--- config.mk ---
export PLATFORM = sky130hd
export DESIGN_NAME = spi_target_flat
export DESIGN_NICKNAME = d
export VERILOG_FILES = /design/src/rtl/spi_target_if.sv /design/src/rtl/spi_target.sv /design/src/flat_wrapper.sv
export SDC_FILE = /design/constraint.sdc
export NUM_CORES = 1
export LEC_CHECK = 0
export BUFFER_PORTS_ARGS = -buffer_cell sky130_fd_sc_hd__buf_2
export CORE_ASPECT_RATIO = 0.6
export CORE_UTILIZATION = 49
export CTS_CLUSTER_SIZE = 8
export DETAILED_ROUTE_END_ITERATION = 8
export GPL_TIMING_DRIVEN = 0
export PLACE_DENSITY = 0.7
export RECOVER_POWER = 100
export SYNTH_ARGS = -nofsm -noshare
export SYNTH_HDL_FRONTEND = slang
export SYNTH_SLANG_ARGS = --single-unit
--- constraint.sdc ---
create_clock -name clk -period 2.3 [get_ports clk]
set_input_delay 0.23 -clock clk [delete_from_list [all_inputs] [get_ports clk]]
set_output_delay 0.23 -clock clk [all_outputs]
set_load 0.02 [all_outputs]
--- src/rtl/spi_target_if.sv ---
// spi_target_if: SPI pin and handler byte bundle for spi_target.
//   spi_sclk, spi_cs_n, spi_mosi : SPI pins from the controller (asynchronous to clk)
//   spi_miso                      : SPI data back to the controller
//   spi_tx_byte                   : next byte to transmit, owned by the instruction handler
//   spi_rx_valid / spi_rx_byte    : one-cycle strobe and last completed received byte
// Modports: master = controller/handler side, slave = spi_target.
interface spi_target_if;
   localparam int unsigned BYTE_W = 8;

   logic              spi_sclk;
   logic              spi_cs_n;
   logic              spi_mosi;
   logic              spi_miso;
   logic [BYTE_W-1:0] spi_tx_byte;
   logic              spi_rx_valid;
   logic [BYTE_W-1:0] spi_rx_byte;

   modport master (
      output spi_sclk, spi_cs_n, spi_mosi, spi_tx_byte,
      input  spi_miso, spi_rx_valid, spi_rx_byte
   );

   modport slave (
      input  spi_sclk, spi_cs_n, spi_mosi, spi_tx_byte,
      output spi_miso, spi_rx_valid, spi_rx_byte
   );
endinterface

--- src/rtl/spi_target.sv ---
// spi_target: byte-level SPI mode-0 target, MSB first, oversampled in the clk domain.
//   clk, rst_n : system clock and synchronous active-low reset
//   bus        : spi_target_if.slave (SPI pins, handler tx byte, rx strobe/byte)
// Received bytes appear as a one-cycle spi_rx_valid with spi_rx_byte; spi_tx_byte is
// captured at chip-select assertion and at every byte-boundary sclk falling edge.
module spi_target #(
   parameter int unsigned SYNC_STAGES = 2
) (
   input  logic        clk,
   input  logic        rst_n,
   spi_target_if.slave bus
);
   localparam int unsigned BYTE_W = 8;
   localparam int unsigned CNT_W  = 3;
   localparam logic [CNT_W-1:0] CNT_LAST = CNT_W'(BYTE_W - 1);

   typedef enum logic {
      ST_IDLE   = 1'b0,
      ST_ACTIVE = 1'b1
   } state_t;

   logic [SYNC_STAGES-1:0] r_sclk_sync;
   logic [SYNC_STAGES-1:0] r_cs_sync;
   logic [SYNC_STAGES-1:0] r_mosi_sync;
   logic                   r_sclk_hist;
   logic                   r_cs_hist;
   logic                   r_armed;

   logic                   w_sclk;
   logic                   w_cs_n;
   logic                   w_mosi;
   logic                   w_sclk_rise;
   logic                   w_sclk_fall;
   logic                   w_cs_fall;
   logic                   w_cs_rise;

   state_t                 r_state;
   state_t                 w_state_nxt;

   logic [CNT_W-1:0]       r_cnt;
   logic [BYTE_W-1:0]      r_tx_sr;
   logic [BYTE_W-2:0]      r_rx_sr;
   logic [BYTE_W-1:0]      r_rx_byte;
   logic                   r_rx_valid;

   logic [CNT_W-1:0]       w_cnt_nxt;
   logic [BYTE_W-1:0]      w_tx_sr_nxt;
   logic [BYTE_W-2:0]      w_rx_sr_nxt;
   logic [BYTE_W-1:0]      w_rx_byte_nxt;
   logic                   w_rx_valid_nxt;
   logic [BYTE_W-1:0]      w_rx_shift;

   // Input synchronizers plus one history flop per edge-detected signal.
   // The cs chain resets low and r_armed clears, so a chip select held low across
   // reset is not taken as a new assertion until cs_n has been seen high again.
   always_ff @(posedge clk) begin
      if (!rst_n) begin
         r_sclk_sync <= '0;
         r_cs_sync   <= '0;
         r_mosi_sync <= '0;
         r_sclk_hist <= 1'b0;
         r_cs_hist   <= 1'b1;
         r_armed     <= 1'b0;
      end else begin
         r_sclk_sync <= {r_sclk_sync[SYNC_STAGES-2:0], bus.spi_sclk};
         r_cs_sync   <= {r_cs_sync[SYNC_STAGES-2:0], bus.spi_cs_n};
         r_mosi_sync <= {r_mosi_sync[SYNC_STAGES-2:0], bus.spi_mosi};
         r_sclk_hist <= w_sclk;
         r_cs_hist   <= w_cs_n;
         if (w_cs_n) begin
            r_armed <= 1'b1;
         end
      end
   end

   assign w_sclk      = r_sclk_sync[SYNC_STAGES-1];
   assign w_cs_n      = r_cs_sync[SYNC_STAGES-1];
   assign w_mosi      = r_mosi_sync[SYNC_STAGES-1];
   assign w_sclk_rise = w_sclk & ~r_sclk_hist;
   assign w_sclk_fall = ~w_sclk & r_sclk_hist;
   assign w_cs_fall   = ~w_cs_n & r_cs_hist & r_armed;
   assign w_cs_rise   = w_cs_n & ~r_cs_hist;
   assign w_rx_shift  = {r_rx_sr, w_mosi};

   // State register.
   always_ff @(posedge clk) begin
      if (!rst_n) begin
         r_state <= ST_IDLE;
      end else begin
         r_state <= w_state_nxt;
      end
   end

   // Next-state logic.
   always_comb begin
      w_state_nxt = r_state;
      case (r_state)
         ST_IDLE:   if (w_cs_fall) w_state_nxt = ST_ACTIVE;
         ST_ACTIVE: if (w_cs_rise) w_state_nxt = ST_IDLE;
         default:   w_state_nxt = ST_IDLE;
      endcase
   end

   // Datapath/output next values; cs_rise takes priority over a coincident sclk edge.
   always_comb begin
      w_cnt_nxt      = r_cnt;
      w_tx_sr_nxt    = r_tx_sr;
      w_rx_sr_nxt    = r_rx_sr;
      w_rx_byte_nxt  = r_rx_byte;
      w_rx_valid_nxt = 1'b0;
      case (r_state)
         ST_IDLE: begin
            if (w_cs_fall) begin
               w_cnt_nxt   = '0;
               w_tx_sr_nxt = bus.spi_tx_byte;
            end
         end
         ST_ACTIVE: begin
            if (w_cs_rise) begin
               // Partial byte discarded; clearing the tx register parks MISO low.
               w_cnt_nxt   = '0;
               w_tx_sr_nxt = '0;
            end else if (w_sclk_rise) begin
               w_rx_sr_nxt = w_rx_shift[BYTE_W-2:0];
               w_cnt_nxt   = r_cnt + CNT_W'(1);
               if (r_cnt == CNT_LAST) begin
                  w_rx_byte_nxt  = w_rx_shift;
                  w_rx_valid_nxt = 1'b1;
               end
            end else if (w_sclk_fall) begin
               if (r_cnt == '0) begin
                  w_tx_sr_nxt = bus.spi_tx_byte;
               end else begin
                  w_tx_sr_nxt = {r_tx_sr[BYTE_W-2:0], 1'b0};
               end
            end
         end
         default: begin
            w_cnt_nxt = '0;
         end
      endcase
   end

   // Datapath and output registers.
   always_ff @(posedge clk) begin
      if (!rst_n) begin
         r_cnt      <= '0;
         r_tx_sr    <= '0;
         r_rx_sr    <= '0;
         r_rx_byte  <= '0;
         r_rx_valid <= 1'b0;
      end else begin
         r_cnt      <= w_cnt_nxt;
         r_tx_sr    <= w_tx_sr_nxt;
         r_rx_sr    <= w_rx_sr_nxt;
         r_rx_byte  <= w_rx_byte_nxt;
         r_rx_valid <= w_rx_valid_nxt;
      end
   end

   // MISO is the tx register MSB, so it is a direct flop output.
   assign bus.spi_miso     = r_tx_sr[BYTE_W-1];
   assign bus.spi_rx_valid = r_rx_valid;
   assign bus.spi_rx_byte  = r_rx_byte;

endmodule

--- src/flat_wrapper.sv ---
// flat-port wrapper written by rule: the top's interface ports become plain ports
module spi_target_flat 
#(
   parameter int unsigned SYNC_STAGES = 2
)
  (clk, rst_n, bus_spi_sclk, bus_spi_cs_n, bus_spi_mosi, bus_spi_tx_byte, bus_spi_miso, bus_spi_rx_valid, bus_spi_rx_byte);
  spi_target_if bus_i ();
  input  logic clk;
  input  logic rst_n;
  input wire logic [$bits(bus_i.spi_sclk)-1:0] bus_spi_sclk;
  input wire logic [$bits(bus_i.spi_cs_n)-1:0] bus_spi_cs_n;
  input wire logic [$bits(bus_i.spi_mosi)-1:0] bus_spi_mosi;
  input wire logic [$bits(bus_i.spi_tx_byte)-1:0] bus_spi_tx_byte;
  output wire logic [$bits(bus_i.spi_miso)-1:0] bus_spi_miso;
  output wire logic [$bits(bus_i.spi_rx_valid)-1:0] bus_spi_rx_valid;
  output wire logic [$bits(bus_i.spi_rx_byte)-1:0] bus_spi_rx_byte;
  assign bus_i.spi_sclk = bus_spi_sclk;
  assign bus_i.spi_cs_n = bus_spi_cs_n;
  assign bus_i.spi_mosi = bus_spi_mosi;
  assign bus_i.spi_tx_byte = bus_spi_tx_byte;
  assign bus_spi_miso = bus_i.spi_miso;
  assign bus_spi_rx_valid = bus_i.spi_rx_valid;
  assign bus_spi_rx_byte = bus_i.spi_rx_byte;
  spi_target #(.SYNC_STAGES(SYNC_STAGES)) u_core (.clk(clk), .rst_n(rst_n), .bus(bus_i));
endmodule
## Word-level counts from Yosys, hierarchy flattened

Cells that the tools add are included.

- Logic and storage cells: 51
- Output and inout port bits: 10
- Input bits: 13
- Flip-flop bits (word level): 37

- Eq/ne operators: 5
- Multiplexer cells: 14
- Reductions and logical operators: 6
- Bitwise operators: 13
- Add/subtract/negate cells: 1

Operators by type and width:

| kind | count |
|---|---|
| 8-bit 2-to-1 mux | 5 |
| 8-bit one-hot mux with 2 select lines | 1 |
| 3-bit 2-to-1 mux | 3 |
| 1-bit NOT | 8 |
| 3-bit by 1-bit inequality test with 1-bit output, second input constant | 2 |
| 3-bit one-hot mux with 2 select lines | 1 |
| 3-bit AND reduction | 2 |
| 1-bit bitwise AND | 5 |
| 4-bit AND reduction | 1 |
| 4-bit OR reduction | 1 |
| 3-bit by 1-bit adder with 3-bit output, second input constant | 1 |
| 3-bit == test, second input constant | 1 |
| 3-bit logical NOT | 1 |
| 1-bit 2-to-1 mux | 3 |
| 3-bit inequality test, second input constant | 1 |
| 2-bit by 1-bit inequality test with 1-bit output, second input constant | 1 |
| 1-bit one-hot mux with 2 select lines | 1 |
| 2-bit AND reduction | 1 |

## Logic depth before layout (Yosys ltp)

- Depth after elaboration: 6
- Mapped depth: 7
- Depth with buffers taken out: 6

## Least setup slack after synthesis

No wires, ideal clock.

- Path type: register to register
- From: register u_core.r_cnt[0]
- To: register u_core.r_rx_byte[0], in the netlist u_core.bus.spi_rx_byte[0]
- Clock period less this slack: 1.445 ns
- Data arrival time: 1.313 ns
- Path buffers: 1
- Required time: 2.168 ns
- Stages on the path, launching flop included: 7
- Setup time: 0.132 ns
- Setup slack: 0.855 ns
- Cells stage by stage: dfxtp_1 ha_1 ha_1 clkbuf_1 nand4_1 nand2_1 a21oi_1

- Word-level cells in the longest chain between the ends: 2

Ends and longest elaborated chain:

| element | RTL line | source |
|---|---|---|
| start, declared | spi_target.sv:40 | `logic [CNT_W-1:0] r_cnt;` |
| start signal, assigned | spi_target.sv:153 | `r_cnt <= w_cnt_nxt;` |
| 3-bit == test | spi_target.sv:126 | `if (r_cnt == CNT_LAST) begin` |
| 4-bit AND reduction (no source line) | n/a |  |
| end signal, assigned | spi_target.sv:156 | `r_rx_byte <= w_rx_byte_nxt;` |
| end, declared | spi_target.sv:43 | `logic [BYTE_W-1:0] r_rx_byte;` |

Every way passes these cells.
A chain may end at the register's enable or synchronous reset.

## Final worst setup path

- From: register u_core.r_cs_hist
- To: register u_core.r_rx_sr[6]

- Word-level cells in the longest chain between the ends: 4

Ends and longest elaborated chain:

| element | RTL line | source |
|---|---|---|
| start, declared | spi_target.sv:26 | `logic r_cs_hist;` |
| start signal, assigned | spi_target.sv:69 | `r_cs_hist <= w_cs_n;` |
| 1-bit NOT | spi_target.sv:82 | `assign w_cs_rise = w_cs_n & ~r_cs_hist;` |
| 1-bit bitwise AND | spi_target.sv:82 |  |
| 1-bit NOT (no source line) | n/a |  |
| 3-bit AND reduction (no source line) | n/a |  |
| end signal, assigned | spi_target.sv:155 | `r_rx_sr <= w_rx_sr_nxt;` |
| end, declared | spi_target.sv:42 | `logic [BYTE_W-2:0] r_rx_sr;` |

Every way passes these cells.

==> impl_summary.md <==
Worst hold path
The worst hold path cell count is 2. The worst hold path begins at bus_spi_sclk. The path with the worst hold slack has its endpoint at u_core.r_sclk_sync[0]$_SDFF_PN0_.

The min-delay analysis places its worst path in the category in2reg.

Worst setup path
In this run the number of cells on the critical path is 7. STA classifies the critical path startpoint as a register. The largest single stage delay on the critical path is 0.39 ns.

The endpoint identified for the worst register-to-register timing path is u_core.r_rx_sr[6]$_SDFFE_PN0P_. At the worst endpoint, the arrival time is 2.23 ns. The critical path is of the reg2reg type.

The number of buffer and inverter stages on the critical path is 3. In this design, the largest share of critical-path delay is due to buffers and inverters. The cell repeated most along the worst path is sky130_fd_sc_hd__clkbuf_1. The endpoint kind of the worst setup timing path is a register.

Measured in cells, the most critical reg-to-reg path has a length of 7. The endpoint required time on the critical path is 2.52 ns. The cell with the largest stage delay on the worst path is sky130_fd_sc_hd__dfxtp_1. The maximum fanout encountered on the critical timing path is 10. The register-to-register setup slack is 0.29 ns. The launch instance of the worst register-to-register path is u_core.r_cs_hist$_SDFF_PN1_. Traced cell by cell, the critical path runs through nand2b_1 -> clkbuf_1 -> and3_2 -> clkbuf_1 -> buf_8 -> nand2_1 -> a21oi_1.

Floorplanning
The die covers 3361 um2. In this run the core area contains 15 standard-cell rows. Pin placement for this block handled 23 I/O pins.

The standard cell core area is 2928 um2. The die outline height is 45.31 um. The effective utilization at floorplan is 0.5231. The die is 74.18 um wide.

Synth
The top-area cell type share of the netlist area is 0.4837. The total standard cell area after synthesis is 1531 um2. The number of synthesized register bits is 37. The number of distinct library cells after synthesis is 27.

Dividing the synthesized area by the synthesized cell count gives 8.652 um2. The number of warnings reported in the yosys synthesis log is 0. Synthesis handed over a netlist of 177 instances. Yosys attributes the largest share of cell area to sky130_fd_sc_hd__dfxtp_1 48%, sky130_fd_sc_hd__nand2_1 7.8%, sky130_fd_sc_hd__a21oi_1 6.2%. The number of nets in the synthesized netlist is 193.

sky130_fd_sc_hd__dfxtp_1 takes more of the synthesized area than any other cell. For this run, the register share of the synthesized area comes to 0.4837.

GRT
In the global route stage, overall resource usage came out at 0.2182. The via count of the first global-routing pass is 1145. The number of antenna violations at the first check in global routing is 0. Entering global routing, the biggest net connects 13 pins. The wire length of the first global-routing pass is 5147 um.

Summed over all layers, the global routing overflow is 0.

STA
Between clock sinks in the finished design, the worst skew comes to 0.007056 ns. For the final routed database, the setup TNS stands at 0 ns. The transition at the pin with the smallest max-transition slack is 0.4907 ns. Setup repair after global routing left no endpoint under its margin.

Measured against its own limit, the worst slew margin works out to 0.6728. In the finished design, the share of the clock period the worst path needs comes to 0.8732. The final count of pins violating max slew came to 0. Setup violations remaining at the end of the flow were counted as 0. The count of endpoints failing hold in the final timing report came to 0.

Static timing analysis puts the maximum clock frequency at 0.4979 GHz. The post-layout minimum cycle time is 2.008 ns.

Clocking
Clock tree synthesis inserted a total of 5 buffers. The clock passes through at most 2 buffers. Clock-pin slew was measured on the worst setup and hold paths at 0.07 ns. The setup fix buffers added after clock tree synthesis is 0. The latest clock arrival within the worst-skew pair is 0.29 ns. The H-tree was split into 2 levels. Post-CTS repair changed the size of 0 cells. The number of hold-repair buffers added at the cts stage is 0. The master cell of the clock root buffer is sky130_fd_sc_hd__clkbuf_8. The clock tree from TritonCTS is built. The clock net in this run drives a total of 37 sinks.

Drt
The final layout contains routed wiring with a total length of 3303 um. The routed layout has 1316 vias. The detailed router finished its first iteration with 83 violations. The DRC violations left is 0.

The remaining number of nets flagged by the antenna check after routing is 0. The number of detailed-routing iterations run before antenna repair is 4. The post-detailed-route wirelength per cell is 13.27 um. The via density per instance is 5.285.

Placement
The placed wire-length estimate is 2322 um. The number of port buffers is 22. The cell count after placement is 241. Routability-driven placement finished with a final weighted congestion of 0.9009.

The placed instances occupy a cell area of 1694 um2.

Finish
The post-route cell area is 1794 um2. The repair_antennas step left the layout with diodes totalling 0. The end-of-flow core utilization is 0.6128. The commonest non-fill, non-tap cell in the layout is sky130_fd_sc_hd__dfxtp_1. The number of non-filler instances in the completed layout is 249. In the layout the commonest cells are 37 x sky130_fd_sc_hd__dfxtp_1, 32 x sky130_fd_sc_hd__nand2_1, 20 x sky130_fd_sc_hd__clkbuf_1.

The register area is 740.7 um2. The area growth from synthesis to layout is 17.16%. The final-stage net count is 222. Counting the fill cells in the layout gives 276.

Of the cells placed in the final design, the portion with a size suffix greater than 1 is 0.1111. The multi-input combinational cells in the finished layout cover a total of 705.7 um2.

Status
The flow ran to the end, and the final reports show no timing, DRC or antenna violations.

Pwr
In this run the power density over the cells is 789.4 nW/um2. Summed over all cells, the static leakage comes to 0.0007117 uW. Across the VDD grid, the largest voltage drop is 0.0004215 V.

Flow run
The tool flagged a number of max-cap violations equal to 0.
[state kept, by name (all words and copies together), names as in the netlist, 2 cells and up]
register,count
u_core.bus.spi_rx_byte,8
u_core.r_cnt,3
u_core.r_cs_sync,2
u_core.r_mosi_sync,2
u_core.r_rx_sr,7
u_core.r_sclk_sync,2
u_core.r_tx_sr,8
[per-stage QoR]
stage	hold WS (ns)	power (uW)	setup slack [ns]
detailed placement	0.4179	763.5	0.4848
floorplan	0.3034	734.1	0.8548
global route	0.1337	1462	0.2118
CTS	0.1338	1429	0.4708
finish	0.1405	1416	0.2915
global placement	0.4154	759.8	0.5025
[worst register-to-register path, delay by kind of cell (launching register included)]
family / cells / cell delay (ns)
AO/OA/AOI/OAI: 1 / 0.13
buffers and inverters: 3 / 0.97
AND/OR/NAND/NOR: 3 / 0.45
flip-flops: 1 / 0.39
[routing by layer]
layer	vias up	global-route usage	part of all wire
met3	4	0.07366	0.059
met2	34	0.2964	0.44
met4	0	0.1423	0.013
met1	605	0.2946	0.49
li1	673	-	-
met5	-	0	0
[kinds of logic after synthesis]
logic type / share of synthesized area
AND/OR/NAND/NOR: 0.2369
buffers and inverters: 0.05310
adder cells (fa/ha/maj): 0.02451
flip-flops: 0.4837
AO/OA/AOI/OAI: 0.2018
[worst max path at each step]
stage	slack, ns	to	startpoint
after floorplan	0.85	u_core.bus.spi_rx_byte[0]$_SDFFE_PN0P_	u_core.r_cnt[0]$_SDFFE_PN0P_
after CTS	0.47	u_core.bus.spi_rx_byte[2]$_SDFFE_PN0P_	u_core.r_cnt[1]$_SDFFE_PN0P_
after global placement	0.50	u_core.bus.spi_rx_byte[5]$_SDFFE_PN0P_	u_core.r_cnt[0]$_SDFFE_PN0P_
after detailed placement	0.48	u_core.bus.spi_rx_byte[2]$_SDFFE_PN0P_	u_core.r_cnt[1]$_SDFFE_PN0P_
after global routing	0.21	u_core.r_rx_sr[6]$_SDFFE_PN0P_	u_core.r_cs_hist$_SDFF_PN1_
final	0.29	u_core.r_rx_sr[6]$_SDFFE_PN0P_	u_core.r_cs_hist$_SDFF_PN1_
[layout make-up]
class,instances,area share
clock buffer,5,0.03835
multi-input combinational,126,0.3933
inverter,3,0.006276
buffer,11,0.02999
tap,42,0.02929
timing repair buffer,22,0.05370
clock inverter,3,0.03626
sequential,37,0.4128
[synth_stat cells]
| master | count |
|---|---|
| sky130_fd_sc_hd__o21ai_2 | 1 |
| sky130_fd_sc_hd__o21ai_0 | 3 |
| sky130_fd_sc_hd__and3_4 | 1 |
| sky130_fd_sc_hd__nand2_1 | 32 |
| sky130_fd_sc_hd__buf_1 | 1 |
| sky130_fd_sc_hd__and2_1 | 7 |
| sky130_fd_sc_hd__nor2_1 | 7 |
| sky130_fd_sc_hd__dfxtp_1 | 37 |
| sky130_fd_sc_hd__clkbuf_1 | 5 |
| sky130_fd_sc_hd__o211a_1 | 7 |
| sky130_fd_sc_hd__buf_8 | 1 |
| sky130_fd_sc_hd__nand3_1 | 11 |
| sky130_fd_sc_hd__nor2b_1 | 10 |
| sky130_fd_sc_hd__or3_1 | 1 |
| sky130_fd_sc_hd__ha_1 | 3 |
| sky130_fd_sc_hd__nand4_1 | 1 |
| sky130_fd_sc_hd__o211ai_1 | 1 |
| sky130_fd_sc_hd__a32oi_1 | 2 |
| sky130_fd_sc_hd__buf_6 | 2 |
| sky130_fd_sc_hd__nor3_1 | 1 |
| sky130_fd_sc_hd__buf_2 | 2 |
| sky130_fd_sc_hd__a21oi_1 | 19 |
| sky130_fd_sc_hd__nand2b_1 | 3 |
| sky130_fd_sc_hd__o22ai_1 | 14 |
| sky130_fd_sc_hd__and2b_1 | 1 |
| sky130_fd_sc_hd__o21a_1 | 1 |
| sky130_fd_sc_hd__inv_1 | 3 |
[where the power goes]
part           internal [uW]  leakage [uW]  switching (uW)  total, uW
clock                    431     0.0000681             238        669
sequential               653      0.000300            9.00        662
combinational           37.5      0.000343            48.3       85.8
Note: power is estimated with default switching activity, not from simulation.
